--- config.mk ---
export PLATFORM = sky130hd
export DESIGN_NAME = trisc_uart_tx
export DESIGN_NICKNAME = d
export VERILOG_FILES = /design/src/rtl/trisc_uart_tx.sv
export SDC_FILE = /design/constraint.sdc
export NUM_CORES = 1
export LEC_CHECK = 0
export ABC_AREA = 1
export ABC_CLOCK_PERIOD_IN_PS = 5750
export BUFFER_PORTS_ARGS = -buffer_cell sky130_fd_sc_hd__buf_4
export CORE_MARGIN = 2
export CORE_UTILIZATION = 54
export CTS_CLUSTER_DIAMETER = 100
export DETAILED_ROUTE_END_ITERATION = 7
export PLACE_DENSITY = 0.72
export SETUP_SLACK_MARGIN = 0.3
export SLEW_MARGIN = 20
export SYNTH_ARGS = -nofsm -noshare
export SYNTH_HDL_FRONTEND = slang
export SYNTH_SLANG_ARGS = --single-unit
--- constraint.sdc ---
create_clock -name clk -period 5.75 [get_ports clk]
set_input_delay 1.15 -clock clk [delete_from_list [all_inputs] [get_ports clk]]
set_output_delay 1.15 -clock clk [all_outputs]
set_load 0.03 [all_outputs]
--- src/rtl/trisc_uart_tx.sv ---
// TRISC CPU-port UART transmitter: write FIFO, 8N1 framer, sticky overflow status.
// Define TRISC_UART_PARITY_EN to insert an even-parity bit (8E1 framing).
module trisc_uart_tx #(
   parameter int unsigned CLKS_PER_BIT = 4,
   parameter int unsigned FIFO_DEPTH   = 4
) (
   input  logic       clk,
   input  logic       reset,
   input  logic       io_wr,
   input  logic [7:0] io_wr_data,
   input  logic       io_rd,
   output logic [7:0] io_rd_data,
   output logic       txd
);

   localparam int unsigned AW = $clog2(FIFO_DEPTH);
   localparam int unsigned PW = AW + 1;
   localparam logic [PW-1:0] PTR_ONE = PW'(1);
   localparam logic [15:0] TLOAD = 16'(CLKS_PER_BIT - 1);

`ifdef TRISC_UART_PARITY_EN
   typedef enum logic [2:0] {IDLE, START, DATA, PAR, STOP} state_e;
`else
   typedef enum logic [2:0] {IDLE, START, DATA, STOP} state_e;
`endif

   logic [7:0]    mem_q [FIFO_DEPTH];
   logic [PW-1:0] wr_ptr_q, wr_ptr_d;
   logic [PW-1:0] rd_ptr_q, rd_ptr_d;
   logic          ovf_q, ovf_d;
   state_e        state_q;
   logic [15:0]   timer_q;
   logic [2:0]    bit_cnt_q;
   logic [7:0]    shift_q;
   logic          txd_q;
`ifdef TRISC_UART_PARITY_EN
   logic          par_q;
`endif

   logic       empty, full, bit_end, pop, push, drop, busy;
   logic [7:0] head;

   assign empty   = (wr_ptr_q == rd_ptr_q);
   assign full    = (wr_ptr_q[AW] != rd_ptr_q[AW]) &&
                    (wr_ptr_q[AW-1:0] == rd_ptr_q[AW-1:0]);
   assign head    = mem_q[rd_ptr_q[AW-1:0]];
   assign bit_end = (timer_q == '0);
   // A pop frees the slot on the same edge, so a write to a full FIFO is still taken.
   assign pop     = !empty && ((state_q == IDLE) || ((state_q == STOP) && bit_end));
   assign push    = io_wr && (!full || pop);
   assign drop    = io_wr && full && !pop;
   assign busy    = (state_q != IDLE) || !empty;

   assign io_rd_data = {5'b0, ovf_q, full, busy};
   assign txd        = txd_q;

   always_comb begin
      wr_ptr_d = wr_ptr_q;
      rd_ptr_d = rd_ptr_q;
      ovf_d    = ovf_q;
      if (push) wr_ptr_d = wr_ptr_q + PTR_ONE;
      if (pop)  rd_ptr_d = rd_ptr_q + PTR_ONE;
      if (drop)       ovf_d = 1'b1;
      else if (io_rd) ovf_d = 1'b0;
   end

   always_ff @(posedge clk) begin
      if (push) mem_q[wr_ptr_q[AW-1:0]] <= io_wr_data;
   end

   always_ff @(posedge clk or negedge reset) begin
      if (!reset) begin
         wr_ptr_q  <= '0;
         rd_ptr_q  <= '0;
         ovf_q     <= 1'b0;
         state_q   <= IDLE;
         timer_q   <= '0;
         bit_cnt_q <= '0;
         shift_q   <= '0;
         txd_q     <= 1'b1;
`ifdef TRISC_UART_PARITY_EN
         par_q     <= 1'b0;
`endif
      end else begin
         wr_ptr_q <= wr_ptr_d;
         rd_ptr_q <= rd_ptr_d;
         ovf_q    <= ovf_d;
         unique case (state_q)
            IDLE: begin
               txd_q <= 1'b1;
               if (pop) begin
                  shift_q <= head;
`ifdef TRISC_UART_PARITY_EN
                  par_q   <= ^head;
`endif
                  timer_q <= TLOAD;
                  txd_q   <= 1'b0;
                  state_q <= START;
               end
            end
            START: begin
               if (bit_end) begin
                  timer_q   <= TLOAD;
                  bit_cnt_q <= '0;
                  txd_q     <= shift_q[0];
                  state_q   <= DATA;
               end else begin
                  timer_q <= timer_q - 16'd1;
               end
            end
            DATA: begin
               if (bit_end) begin
                  timer_q <= TLOAD;
                  if (bit_cnt_q == 3'd7) begin
`ifdef TRISC_UART_PARITY_EN
                     txd_q   <= par_q;
                     state_q <= PAR;
`else
                     txd_q   <= 1'b1;
                     state_q <= STOP;
`endif
                  end else begin
                     bit_cnt_q <= bit_cnt_q + 3'd1;
                     shift_q   <= {1'b0, shift_q[7:1]};
                     txd_q     <= shift_q[1];
                  end
               end else begin
                  timer_q <= timer_q - 16'd1;
               end
            end
`ifdef TRISC_UART_PARITY_EN
            PAR: begin
               if (bit_end) begin
                  timer_q <= TLOAD;
                  txd_q   <= 1'b1;
                  state_q <= STOP;
               end else begin
                  timer_q <= timer_q - 16'd1;
               end
            end
`endif
            STOP: begin
               if (bit_end) begin
                  // Back-to-back frames: the next start bit follows the stop bit directly.
                  if (pop) begin
                     shift_q <= head;
`ifdef TRISC_UART_PARITY_EN
                     par_q   <= ^head;
`endif
                     timer_q <= TLOAD;
                     txd_q   <= 1'b0;
                     state_q <= START;
                  end else begin
                     txd_q   <= 1'b1;
                     state_q <= IDLE;
                  end
               end else begin
                  timer_q <= timer_q - 16'd1;
               end
            end
            default: begin
               txd_q   <= 1'b1;
               state_q <= IDLE;
            end
         endcase
      end
   end

endmodule

-- After elaboration in Yosys (flattened, before gate mapping)
Memories as Yosys holds them, arrays and structs flattened.
Index checks and enable logic that the tools add are counted.
- word-level logic and storage cells: 80
- output and inout port bits: 9
- register bits after elaboration: 38
- memories: 1
- bits in writable memories: 32
- bits of input ports: 12
- memories (name ; depth ; width ; rd ports ; clocked after Yosys merged registers in ; wr ports ; RTL line ; source):
    mem_q ; 4 ; 8 ; 1 ; 0 ; 1 ; 27 ; logic [7:0] mem_q [FIFO_DEPTH];
- reductions and logical operators: 24
- add/sub/neg operators: 4
- muxes and demuxes: 30
- equal/unequal tests: 13
- operators with widths (operator ; count):
    two-way mux 16 bit ; 3
    one-hot mux 16 bit (3 select lines) ; 1
    two-way mux 8 bit ; 4
    two-way mux 3 bit ; 8
    one-hot mux 8 bit (3 select lines) ; 1
    zero test 16 bit ; 1
    subtractor 16 x 1 -> 16 bit (second input constant) ; 1
    inequality test 2 bit (second input constant) ; 6
    one-hot mux 3 bit (4 select lines) ; 1
    two-way mux 1 bit ; 10
    adder 3 x 1 -> 3 bit (second input constant) ; 3
    nonzero test 3 bit ; 3
    AND reduction 4 bit ; 2
    equality test 3 x 2 -> 1 bit (second input constant) ; 2
    logical AND 1 bit ; 6
    one-hot mux 3 bit (2 select lines) ; 1
    AND reduction 5 bit ; 1
    one-hot mux 1 bit (4 select lines) ; 1
    nonzero test 2 bit ; 2
    equality test 3 x 1 -> 1 bit (second input constant) ; 1
    equality test 3 bit ; 1
    equality test 3 bit (second input constant) ; 1
    zero test 1 bit ; 3
    zero test 3 bit ; 1
    5 further kinds ; 7

-- Logic depth before layout (Yosys ltp)
Gate-level depths: netlist of the first run.
- depth after elaboration: 8
- depth in mapped cells: 12
- gate-level depth less buffers: 11

-- Worst setup path before layout of the first run
No wires, ideal clock.
- kind: register -> output
- start point: reg rd_ptr_q[0]
- end point: out io_rd_data[0]
- path buffers: 2
- arrival: 1.252 ns
- setup slack: 3.348 ns
- data required time: 4.600 ns
- cell stages (with the launch flop): 7
- path through: dfrtp_1 -> buf_2 -> xnor2_1 -> nand3_2 -> inv_1 -> nand2_1 -> buf_4
- word-level cells in the longest chain between the ends: 3
- RTL lines (what ; RTL line ; source):
    start: declaration ; 29 ; logic [PW-1:0] rd_ptr_q, rd_ptr_d;
    start signal: assignment ; 86 ; rd_ptr_q <= rd_ptr_d;
    equality test 3 bit ; 43 ; assign empty = (wr_ptr_q == rd_ptr_q);
    zero test 1 bit ; 52 ; assign busy = (state_q != IDLE) || !empty;
    logical OR 1 bit ; 52 ;
    end: declaration ; 12 ; output logic [7:0] io_rd_data,
No other way between the ends.

-- Final worst setup path of the first run
Same ends and word-level chain as after synthesis.

==> results of run 1 <==
[Yosys cell counts, types with 2 or more instances]
cell type / n
nand2_1: 123
nor2_1: 46
dfrtp_1: 36
edfxtp_1: 32
inv_1: 31
nand3_1: 28
o21ai_0: 21
ha_1: 15
nand4_1: 12
a21oi_1: 10
buf_4: 8
xnor2_1: 8
xor2_1: 8
o22ai_1: 6
buf_2: 5
nand2_2: 5
nand3_2: 5
nor2_2: 5
clkbuf_1: 4
and2_1: 2
buf_6: 2
nand2_8: 2
nor2_4: 2
o21ai_1: 2
o31ai_1: 2
[worst max path at each step]
stage | slack [ns] | depth (start not counted) | from | end
floorplan | 3.35 | 6 | rd_ptr_q[0]$_DFFE_PN0P_ | io_rd_data[0]
global placement | 3.10 | 5 | rd_ptr_q[0]$_DFFE_PN0P_ | io_rd_data[0]
detailed placement | 3.07 | 5 | rd_ptr_q[0]$_DFFE_PN0P_ | io_rd_data[0]
CTS | 2.70 | 5 | rd_ptr_q[0]$_DFFE_PN0P_ | io_rd_data[0]
global route | 2.58 | 5 | rd_ptr_q[0]$_DFFE_PN0P_ | io_rd_data[0]
finish | 2.69 | 5 | rd_ptr_q[0]$_DFFE_PN0P_ | io_rd_data[0]
[through the flow]
stage	std cells	hold WS (ns)	util, %
final	545	0.474	61.3
after detailed placement	529	0.459	57.9
after global placement	529	0.456	57.9
after global routing	545	0.512	61.3
after floorplan	437	0.442	-
after CTS	545	0.480	61.3
[tightest hold or removal path, delay by kind of cell (launching register included)]
| kind | cells | cell delay (ns) |
|---|---|---|
| and+or+nand+nor | 2 | 0.10 |
| DFF | 1 | 0.35 |
[area by class of cell]
type,instances,area (um2),share of cell area [%]
Sequential cell,69,1890,45.4
Timing Repair Buffer,15,113,2.71
Multi-Input combinational cell,317,1690,40.6
Clock inverter,7,106,2.56
Tap cell,96,120,2.89
Clock buffer,9,124,2.98
Inverter,32,120,2.89
[report_power, final]
| part | internal (mW) | leakage [nW] | switching, mW |
|---|---|---|---|
| logic | 0.426 | 1.06 | 0.859 |
| registers | 0.687 | 0.755 | 0.131 |
| clock network | 0.252 | 0.116 | 0.209 |
| total | 1.37 | 1.93 | 1.20 |
[layer usage]
layer	vias up	GRT usage (%)	wire, um	part of all wire, %
met2	52	33.6	3460	47
li1	1432	-	-	-
met4	0	8.25	112	1.5
met3	11	3.11	219	3.0
met5	-	0	0	0
met1	1325	28.8	3540	48
[cells by family (layout without fill, tap and decap cells)]
logic type               count (synthesis)  count (layout)  share of synthesized area, %
flip-flops                              69              69                          49.6
XOR/XNOR                                16              16                          3.68
adder cells (fa/ha/maj)                 15              15                          4.93
buffers and inverters                   51              63                          6.38
AND/OR/NAND/NOR                        236             236                          28.7
other                                    1               5                        0.0985
AO/OA/AOI/OAI                           45              45                          6.64
[sequential cells by signal, indices dropped and copies added (netlist names)]
name       count
mem_q         32
txd            1
shift_q        8
state_q        2
ovf_q          1
bit_cnt_q      3
wr_ptr_q       3
timer_q       16
rd_ptr_q       3
==> flow_metrics.env, run 1 <==
export IMPL_fin_crit_ns=3.06
export IMPL_finClkSkew_ns=0.00892
export IMPL_regToRegStartpoint="timer_q[0]$_DFFE_PN0P_"
export IMPL_cap_violations=0
export IMPL_core_area_mm2=0.00679
export IMPL_status="completed"
export IMPL_synth_area_mm2=0.00381
export IMPL_cp_cell_sequence="xnor2_1 -> nand3_2 -> inv_1 -> nand2_1 -> buf_4"
export IMPL_ys_seq_area_share_pct=49.6
export IMPL_grt_pass1_wl_um=12500
export IMPL_grt_usage_pct=21.0
export IMPL_holdPathStages=2
export IMPL_fmax_mhz=326
export IMPL_grt_overflow_total=0
export IMPL_io_pins=21
export IMPL_nFillCells=562
export IMPL_final_area_mm2=0.00416
export IMPL_initialDrtViolationCount=233
export IMPL_antenna_left=0
export IMPL_cts_root_buf="clkbuf_8"
export IMPL_ys_types=38
export IMPL_grt_pass1_vias=2693
export IMPL_numClockSinks=69
export IMPL_end_kind="output port"
export IMPL_dieHeight_um=88.0
export IMPL_die_x_um=88.0
export IMPL_layout_common_cells="123 x nand2_1, 46 x nor2_1, 36 x dfrtp_1"
export IMPL_post_drt_wl_per_cell_um=13.5
export IMPL_critPathSlowestCell="dfrtp_1"
export IMPL_synth_top_area_cell="edfxtp_1"
export IMPL_clk_pin_slew_ns=0.09
export IMPL_ys_ff_latch=69
export IMPL_p_per_area_mw_per_mm2=616
export IMPL_yosysWarnings=0
export IMPL_fin_nets=471
export IMPL_htree_num_levels=3
export IMPL_synth_top_cell_area_share_pct=25.2
export IMPL_setup_violations=0
export IMPL_via_per_inst=5.17
export IMPL_area_growth_pct=9.34
export IMPL_cp_max_fo=19
export IMPL_start_util_pct=56.0
export IMPL_vias=2820
export IMPL_cts_setup_buffers=0
export IMPL_portBuffers=15
export IMPL_numCtsBuffers=9
export IMPL_avgSynthCellArea_um2=8.79
export IMPL_worst_ep_required_time_ns=4.60
export IMPL_dpl_instance_area_mm2=0.00393
export IMPL_max_stage_delay_ns=0.69
export IMPL_drt_first_pass_iters=4
export IMPL_insertion_delay_ns=0.36
export IMPL_ff2ff_setup_slack_ns=3.20
export IMPL_ir_worst_vdd_mv=0.320
export IMPL_setup_ws_ns=2.69
export IMPL_hold_end="shift_q[2]$_DFFE_PN0P_"
export IMPL_antenna_found_initial=0
export IMPL_finalWeightedCongestion=0.954
export IMPL_die_area_mm2=0.00774
export IMPL_final_common_cell="nand2_1"
export IMPL_synth_edf_count=32
export IMPL_finalSetupTns_ns=0
export IMPL_worst_pin_slew_ns=1.03
export IMPL_p_total_mw=2.56
export IMPL_hp_start="shift_q[2]$_DFFE_PN0P_"
export IMPL_crit_family="flip-flops"
export IMPL_hpwlAfterDp_um=5170
export IMPL_yosys_most_used_dff="dfrtp_1"
export IMPL_cts_tree="yes"
export IMPL_start_kind="register"
export IMPL_synth_top_cells_by_area="edfxtp_1 25%, dfrtp_1 24%, nand2_1 12%"
export IMPL_path_buf_inv=2
export IMPL_rows=30
export IMPL_wirelength_um=7340
export IMPL_hold_path_class="reg -> reg"
export IMPL_r2r_end="mem_q[3][4]$_DFFE_PP_"
export IMPL_relSlewSlack_pct=30.7
export IMPL_syn_inst=433
export IMPL_reg2reg_depth=10
export IMPL_p_leak_nw=1.93
export IMPL_post_cts_resized=0
export IMPL_crit_type="reg -> out"
export IMPL_num_antenna_cells=0
export IMPL_drc=0
export IMPL_drv_slew=0
export IMPL_rsz0062_at_grt="false"
export IMPL_grt_max_degree=38
export IMPL_arrival_ns=1.91
export IMPL_period_share_pct=53.3
export IMPL_holdBufCountCts=0
export IMPL_async_flop_share_pct=53.6
export IMPL_finalHoldViolCount=0
export IMPL_pre_cts_slack_ns=3.07
export IMPL_drive_above_1_share_pct=12.5
export IMPL_clock_path_buffers=2
Note: power is estimated with default switching activity, not from simulation.
==> run 2: changes to the inputs <==
--- a/config.mk
+++ b/config.mk
@@ -5,8 +5,8 @@
 export SDC_FILE = /design/constraint.sdc
 export NUM_CORES = 1
 export LEC_CHECK = 0
-export ABC_AREA = 1
-export ABC_CLOCK_PERIOD_IN_PS = 5750
+export ABC_AREA = 0
+export ABC_CLOCK_PERIOD_IN_PS = 3100
 export BUFFER_PORTS_ARGS = -buffer_cell sky130_fd_sc_hd__buf_4
 export CORE_MARGIN = 2
 export CORE_UTILIZATION = 54
==> constraint.sdc (replaced) <==
create_clock -name clk -period 3.1 [get_ports clk]
set_input_delay 0.62 -clock clk [delete_from_list [all_inputs] [get_ports clk]]
set_output_delay 0.62 -clock clk [all_outputs]
set_load 0.03 [all_outputs]
==> run 2 against run 1 <==
  * Clock-buffer cell count did not move
  * Synthesized cell count shrank 34%
  * Critical endpoint unchanged
  * Sequential share of layout area increased by 2.9 points
==> flow_metrics.env, run 2 <==
export IMPL_core_area_mm2=0.00635
export IMPL_ys_seq_area_share_pct=53.0
export IMPL_p_total_mw=4.37
export IMPL_finClkSkew_ns=0.0116
export IMPL_clock_path_buffers=2
export IMPL_crit_family="simple AND/OR/NAND/NOR gates"
export IMPL_critPathSlowestCell="dfrtp_1"
export IMPL_layout_common_cells="36 x dfrtp_1, 32 x edfxtp_1, 20 x buf_4"
export IMPL_grt_pass1_vias=2241
export IMPL_switchingPower_mw=1.83
export IMPL_post_drt_wl_per_cell_um=16.9
export IMPL_hpwlAfterDp_um=4530
export IMPL_p_comb_share_pct=49.2
export IMPL_worst_ep_required_time_ns=2.48
export IMPL_synth_top_cells_by_area="edfxtp_1 27%, dfrtp_1 25%, ha_1 5.3%"
export IMPL_ys_ff_latch=69
export IMPL_cp_cell_sequence="xnor2_1 -> and3_1 -> nand2_1 -> buf_4"
export IMPL_status="completed"
export IMPL_grt_overflow_total=0
export IMPL_via_per_inst=6.01
export IMPL_final_cells=384
export IMPL_clockPowerShare_pct=16.1
export IMPL_relSlewSlack_pct=48.8
export IMPL_finalSetupTns_ns=0
export IMPL_cp_max_fo=11
export IMPL_async_flop_share_pct=53.6
export IMPL_synth_common_cells="36 x dfrtp_1, 32 x edfxtp_1, 15 x ha_1, 15 x mux2_2, 15 x nor2_1"
export IMPL_vias=2307
export IMPL_drv_slew=0
export IMPL_drc=0
export IMPL_start_kind="register"
export IMPL_swShare_pct=41.8
export IMPL_syn_inst=285
export IMPL_synth_edf_count=32
export IMPL_multi_input_area_mm2=0.00155
export IMPL_power_frac_seq_pct=34.7
export IMPL_fin_crit_ns=2.66
export IMPL_largest_register_ff_count=32
export IMPL_crit_type="reg -> out"
export IMPL_start_util_pct=56.1
export IMPL_numCtsBuffers=9
export IMPL_p_per_area_mw_per_mm2=1120
export IMPL_num_antenna_cells=0
export IMPL_max_stage_delay_ns=0.56
export IMPL_arrival_ns=2.04
export IMPL_dp_cells=368
export IMPL_wirelength_um=6480
export IMPL_ys_types=59
export IMPL_io_pins=21
export IMPL_finalWeightedCongestion=0.801
export IMPL_antenna_left=0
export IMPL_die_x_um=85.2
export IMPL_fin_nets=329
export IMPL_rsz0062_at_grt="false"
export IMPL_yosysWarnings=0
export IMPL_die_area_mm2=0.00726
export IMPL_htree_num_levels=3
export IMPL_ir_worst_vdd_mv=0.571
export IMPL_hold_path_class="in -> async"
export IMPL_end_kind="output port"
export IMPL_dpl_instance_area_mm2=0.00372
export IMPL_rows=29
export IMPL_worst_pin_slew_ns=0.762
export IMPL_seqCellArea_mm2=0.00189
export IMPL_synth_top_area_cell="edfxtp_1"
export IMPL_nFillCells=469
export IMPL_fmax_mhz=376
export IMPL_grt_pass1_wl_um=11100
export IMPL_antenna_found_initial=0
export IMPL_grt_usage_pct=19.8
export IMPL_drt_first_pass_iters=4
export IMPL_period_share_pct=85.8
export IMPL_setup_violations=0
export IMPL_insertion_delay_ns=0.35
export IMPL_drive_above_1_share_pct=23.5
export IMPL_cts_tree="yes"
export IMPL_final_common_cell="dfrtp_1"
export IMPL_p_int_mw=2.54
export IMPL_path_buf_inv=1
export IMPL_initialDrtViolationCount=175
export IMPL_synth_top_cell_area_share_pct=27.0
export IMPL_p_leak_nw=1.65
export IMPL_pre_cts_slack_ns=0.386
export IMPL_clk_pin_slew_ns=0.09
export IMPL_area_growth_pct=9.80
export IMPL_synth_area_mm2=0.00356
export IMPL_yosys_most_used_dff="dfrtp_1"
export IMPL_grt_max_degree=38
export IMPL_cap_violations=0
export IMPL_cts_root_buf="clkbuf_8"
export IMPL_portBuffers=15
export IMPL_yosysMostFrequentCell="dfrtp_1"
export IMPL_finalHoldViolCount=0
export IMPL_numClockSinks=69
export IMPL_setup_ws_ns=0.440
export IMPL_final_area_mm2=0.00391
export IMPL_avgSynthCellArea_um2=12.5
export IMPL_dieHeight_um=85.2
-- run 2: cell count changes in the layout (fill, tap and decap cells not counted), sizes merged, moves of 11 or more --
cell | before | now
inv | 35 | 17
mux2 | 0 | 16
nand2 | 131 | 12
nand3 | 34 | 3
nor2 | 53 | 15
nor3 | 1 | 12
o21ai | 23 | 6
-- run 2: layer usage --
layer	routed length (um)	part of all wire (%)	vias up	track usage [%]
li1	-	-	1108	-
met1	3020	47	1149	26.9
met2	3160	49	42	31.2
met3	240	3.7	8	5.25
met4	68	1.0	0	6.49
met5	0	0	-	0
-- run 2: timing repair --
| item | CTS | global route |
|---|---|---|
| endpoints found under the setup margin | 0 | 24 |
| setup buffers | 0 | 0 |
| hold buffers | 0 | 0 |
| resized for setup | 0 | 4 |
-- run 2: layout make-up --
type                       instances  share of cell area [%]
tap                               77                    2.46
sequential                        69                    48.3
clock buffer                       9                    3.17
clock inverter                     7                    1.60
timing repair buffer              20                    3.84
multi-input combinational        190                    39.5
inverter                          12                    1.15
-- run 2: logic make-up (layout without fill, tap and decap cells) --
logic type | after synthesis | in the layout | synth area share, %
compound gates | 61 | 61 | 12.5
xor+xnor | 7 | 7 | 1.72
fa+ha+maj | 15 | 15 | 5.27
buf+inv | 30 | 48 | 4.21
flops | 69 | 69 | 53.0
mux | 24 | 24 | 10.1
other cells | 1 | 5 | 0.105
simple gates | 78 | 78 | 13.1
-- run 2: worst paths after layout --
check / start / end / slack, ns / depth (start not counted)
min in group clk: io_rd / ovf_q$_DFFE_PN0P_ / 0.46 / 2
worst max-delay path: rd_ptr_q[1]$_DFFE_PN0P_ / io_rd_data[0] / 0.44 / 4
worst min-delay path: reset / timer_q[9]$_DFFE_PN0P_ / 0.21 / 1
worst max register to register: timer_q[0]$_DFFE_PN0P_ / shift_q[5]$_DFFE_PN0P_ / 0.45 / 7
max in group asynchronous: reset / txd$_DFFE_PN1P_ / 2.53 / 1
worst min register to register: shift_q[6]$_DFFE_PN0P_ / shift_q[6]$_DFFE_PN0P_ / 0.49 / 1
-- run 2: worst register-to-register path: cells and delay by family, from the launching register on --
family	cells	cell delay (ns)
muxes	1	0.37
DFF	1	0.41
and+or+nand+nor	3	1.21
adders and majority gates	1	0.14
buffers and inverters	1	0.11
AOI/OAI and AO/OA	1	0.29
-- run 2: power groups by stage --
| stage | logic, mW | clock network [mW] | registers, mW |
|---|---|---|---|
| finish | 2.15 | 0.704 | 1.52 |
| global route | 2.39 | 0.765 | 1.55 |
| CTS | 2.15 | 0.726 | 1.52 |
| detailed placement | 2.14 | 0 | 1.54 |
| global placement | 2.10 | 0 | 1.52 |
| floorplan | 1.72 | 0 | 1.47 |
-- run 2: stage by stage --
step	hold WS (ns)	utilization, %
finish	0.213	61.6
global route	0.246	61.6
CTS	0.225	61.5
detailed placement	0.477	58.6
global placement	0.461	58.6
floorplan	0.324	-
==> run 3: changes to the inputs <==
--- a/config.mk
+++ b/config.mk
@@ -6,13 +6,14 @@
 export NUM_CORES = 1
 export LEC_CHECK = 0
 export ABC_AREA = 0
-export ABC_CLOCK_PERIOD_IN_PS = 3100
+export ABC_CLOCK_PERIOD_IN_PS = 2400
 export BUFFER_PORTS_ARGS = -buffer_cell sky130_fd_sc_hd__buf_4
 export CORE_MARGIN = 2
 export CORE_UTILIZATION = 54
 export CTS_CLUSTER_DIAMETER = 100
 export DETAILED_ROUTE_END_ITERATION = 7
-export PLACE_DENSITY = 0.72
+export MAX_ROUTING_LAYER = met4
+export PLACE_DENSITY = 0.75
 export SETUP_SLACK_MARGIN = 0.3
 export SLEW_MARGIN = 20
 export SYNTH_ARGS = -nofsm -noshare
==> constraint.sdc (replaced) <==
create_clock -name clk -period 2.4 [get_ports clk]
set_input_delay 0.48 -clock clk [delete_from_list [all_inputs] [get_ports clk]]
set_output_delay 0.48 -clock clk [all_outputs]
set_load 0.03 [all_outputs]
==> run 3 against run 2 <==
  * Clock skew fell by 0.0018 ns
  * Via count increased by 12%
  * Combinational power up 91%
  * Sequential share of layout area shrank 5.6 points
  * Flip-flop and latch count stayed put
  * Power is 59% higher
  * Largest power group unchanged
==> flow_metrics.env, run 3 (same netlist as run 2, synthesis figures left out) <==
export IMPL_cp_cell_sequence="inv_1 -> ha_4 -> nand2b_1 -> a311oi_1 -> a31oi_1 -> a21oi_4 -> buf_6 -> mux2_4"
export IMPL_drive_above_1_share_pct=40.9
export IMPL_cts_root_buf="clkbuf_8"
export IMPL_dieHeight_um=85.2
export IMPL_fmax_mhz=444
export IMPL_initialDrtViolationCount=165
export IMPL_status="completed"
export IMPL_dp_cells=383
export IMPL_hold_ws_ns=0.0767
export IMPL_grt_usage_pct=23.4
export IMPL_finalSetupTns_ns=0
export IMPL_rsz0062_at_grt="true"
export IMPL_finalWeightedCongestion=0.894
export IMPL_swShare_pct=41.2
export IMPL_num_antenna_cells=0
export IMPL_grt_max_degree=38
export IMPL_portBuffers=15
export IMPL_post_drt_wl_per_cell_um=18.7
export IMPL_max_stage_delay_ns=0.45
export IMPL_start_kind="register"
export IMPL_final_cells=427
export IMPL_holdBufCountCts=0
export IMPL_final_common_cell="buf_4"
export IMPL_power_frac_seq_pct=28.0
export IMPL_wirelength_um=7980
export IMPL_switchingPower_mw=2.87
export IMPL_ir_worst_vdd_mv=0.926
export IMPL_fin_util_pct=69.8
export IMPL_rows=29
export IMPL_p_comb_share_pct=59.0
export IMPL_drv_slew=0
export IMPL_cap_violations=0
export IMPL_layout_common_cells="57 x buf_4, 33 x dfrtp_1, 32 x edfxtp_1"
export IMPL_cp_max_fo=7
export IMPL_arrival_ns=2.50
export IMPL_p_per_area_mw_per_mm2=1570
export IMPL_die_area_mm2=0.00726
export IMPL_end_kind="register"
export IMPL_clock_path_buffers=2
export IMPL_hpwlAfterDp_um=4740
export IMPL_grt_overflow_total=0
export IMPL_finClkSkew_ns=0.00982
export IMPL_numCtsBuffers=9
export IMPL_cts_tree="yes"
export IMPL_grt_pass1_wl_um=12500
export IMPL_insertion_delay_ns=0.36
export IMPL_die_x_um=85.2
export IMPL_drt_first_pass_iters=4
export IMPL_numClockSinks=69
export IMPL_clockPowerShare_pct=13.0
export IMPL_vias=2591
export IMPL_p_leak_nw=1.92
export IMPL_worst_ep_required_time_ns=2.65
export IMPL_htree_num_levels=3
export IMPL_area_growth_pct=24.5
export IMPL_fin_nets=372
export IMPL_p_total_mw=6.96
export IMPL_period_share_pct=93.9
export IMPL_via_per_inst=6.07
export IMPL_antenna_found_initial=0
export IMPL_finalHoldViolCount=0
export IMPL_worst_pin_slew_ns=0.553
export IMPL_relSlewSlack_pct=62.9
export IMPL_path_buf_inv=2
export IMPL_io_pins=21
export IMPL_antenna_left=0
export IMPL_critPathSlowestCell="dfrtp_1"
export IMPL_crit_family="compound AO/OA/AOI/OAI gates"
export IMPL_fin_crit_ns=2.25
export IMPL_drc=0
export IMPL_largest_register_ff_count=32
export IMPL_crit_type="reg -> reg"
export IMPL_p_int_mw=4.09
export IMPL_setup_violations=0
export IMPL_grt_pass1_vias=2536
export IMPL_start_util_pct=56.1
export IMPL_clk_pin_slew_ns=0.09
export IMPL_hold_path_class="in -> async"
export IMPL_core_area_mm2=0.00635
export IMPL_nFillCells=426
-- run 3: through the flow --
| stage | cell area [um2] | setup slack (ns) |
|---|---|---|
| floorplan | 3610 | 0.161 |
| global placement | 3860 | 0.114 |
| detailed placement | 3860 | 0.0375 |
| CTS | 4280 | 0.185 |
| global route | 4430 | 0.0615 |
| finish | 4430 | 0.147 |
-- run 3: power by group through the flow --
stage,combinational (mW),clock (mW),sequential [mW]
floorplan,2.27,0,1.90
global placement,3.01,0,1.93
detailed placement,3.09,0,1.95
CTS,3.61,0.921,1.93
global route,4.43,0.972,1.99
finish,4.11,0.907,1.95
-- run 3: layout make-up --
class	count	area [um2]	area share [%]
multi-input combinational	192	1740	39.2
sequential	69	1890	42.7
clock buffer	9	124	2.79
tap	77	96.3	2.17
inverter	12	45.0	1.02
timing repair buffer	61	477	10.8
clock inverter	7	62.6	1.41
-- run 3: worst paths after layout --
path / start / cells past startpoint / slack (ns) / end
min in group clk: io_rd / 2 / 0.31 / ovf_q$_DFFE_PN0P_
setup reg to reg: state_q[0]$_DFFE_PN0P_ / 8 / 0.15 / shift_q[4]$_DFFE_PN0P_
setup / recovery: state_q[0]$_DFFE_PN0P_ / 8 / 0.15 / shift_q[4]$_DFFE_PN0P_
hold / removal: reset / 1 / 0.08 / timer_q[8]$_DFFE_PN0P_
max in group asynchronous: reset / 1 / 1.96 / wr_ptr_q[0]$_DFFE_PN0P_
hold reg to reg: txd$_DFFE_PN1P_ / 2 / 0.51 / txd$_DFFE_PN1P_
-- run 3: routing by layer --
| metal | share of wire [%] | vias up | GRT usage (%) |
|---|---|---|---|
| met5 | 0 | - | - |
| li1 | - | 1195 | - |
| met4 | 2.5 | 0 | 10.2 |
| met1 | 43 | 1299 | 29.7 |
| met3 | 4.4 | 19 | 5.84 |
| met2 | 50 | 78 | 36.0 |
-- run 3: what timing repair did --
action                     4_1_cts  5_1_grt
cloned                           0        2
gates resized for setup         27       16
pin swaps                       10        6
setup endpoints to repair       57       61
setup buffers                   17        9
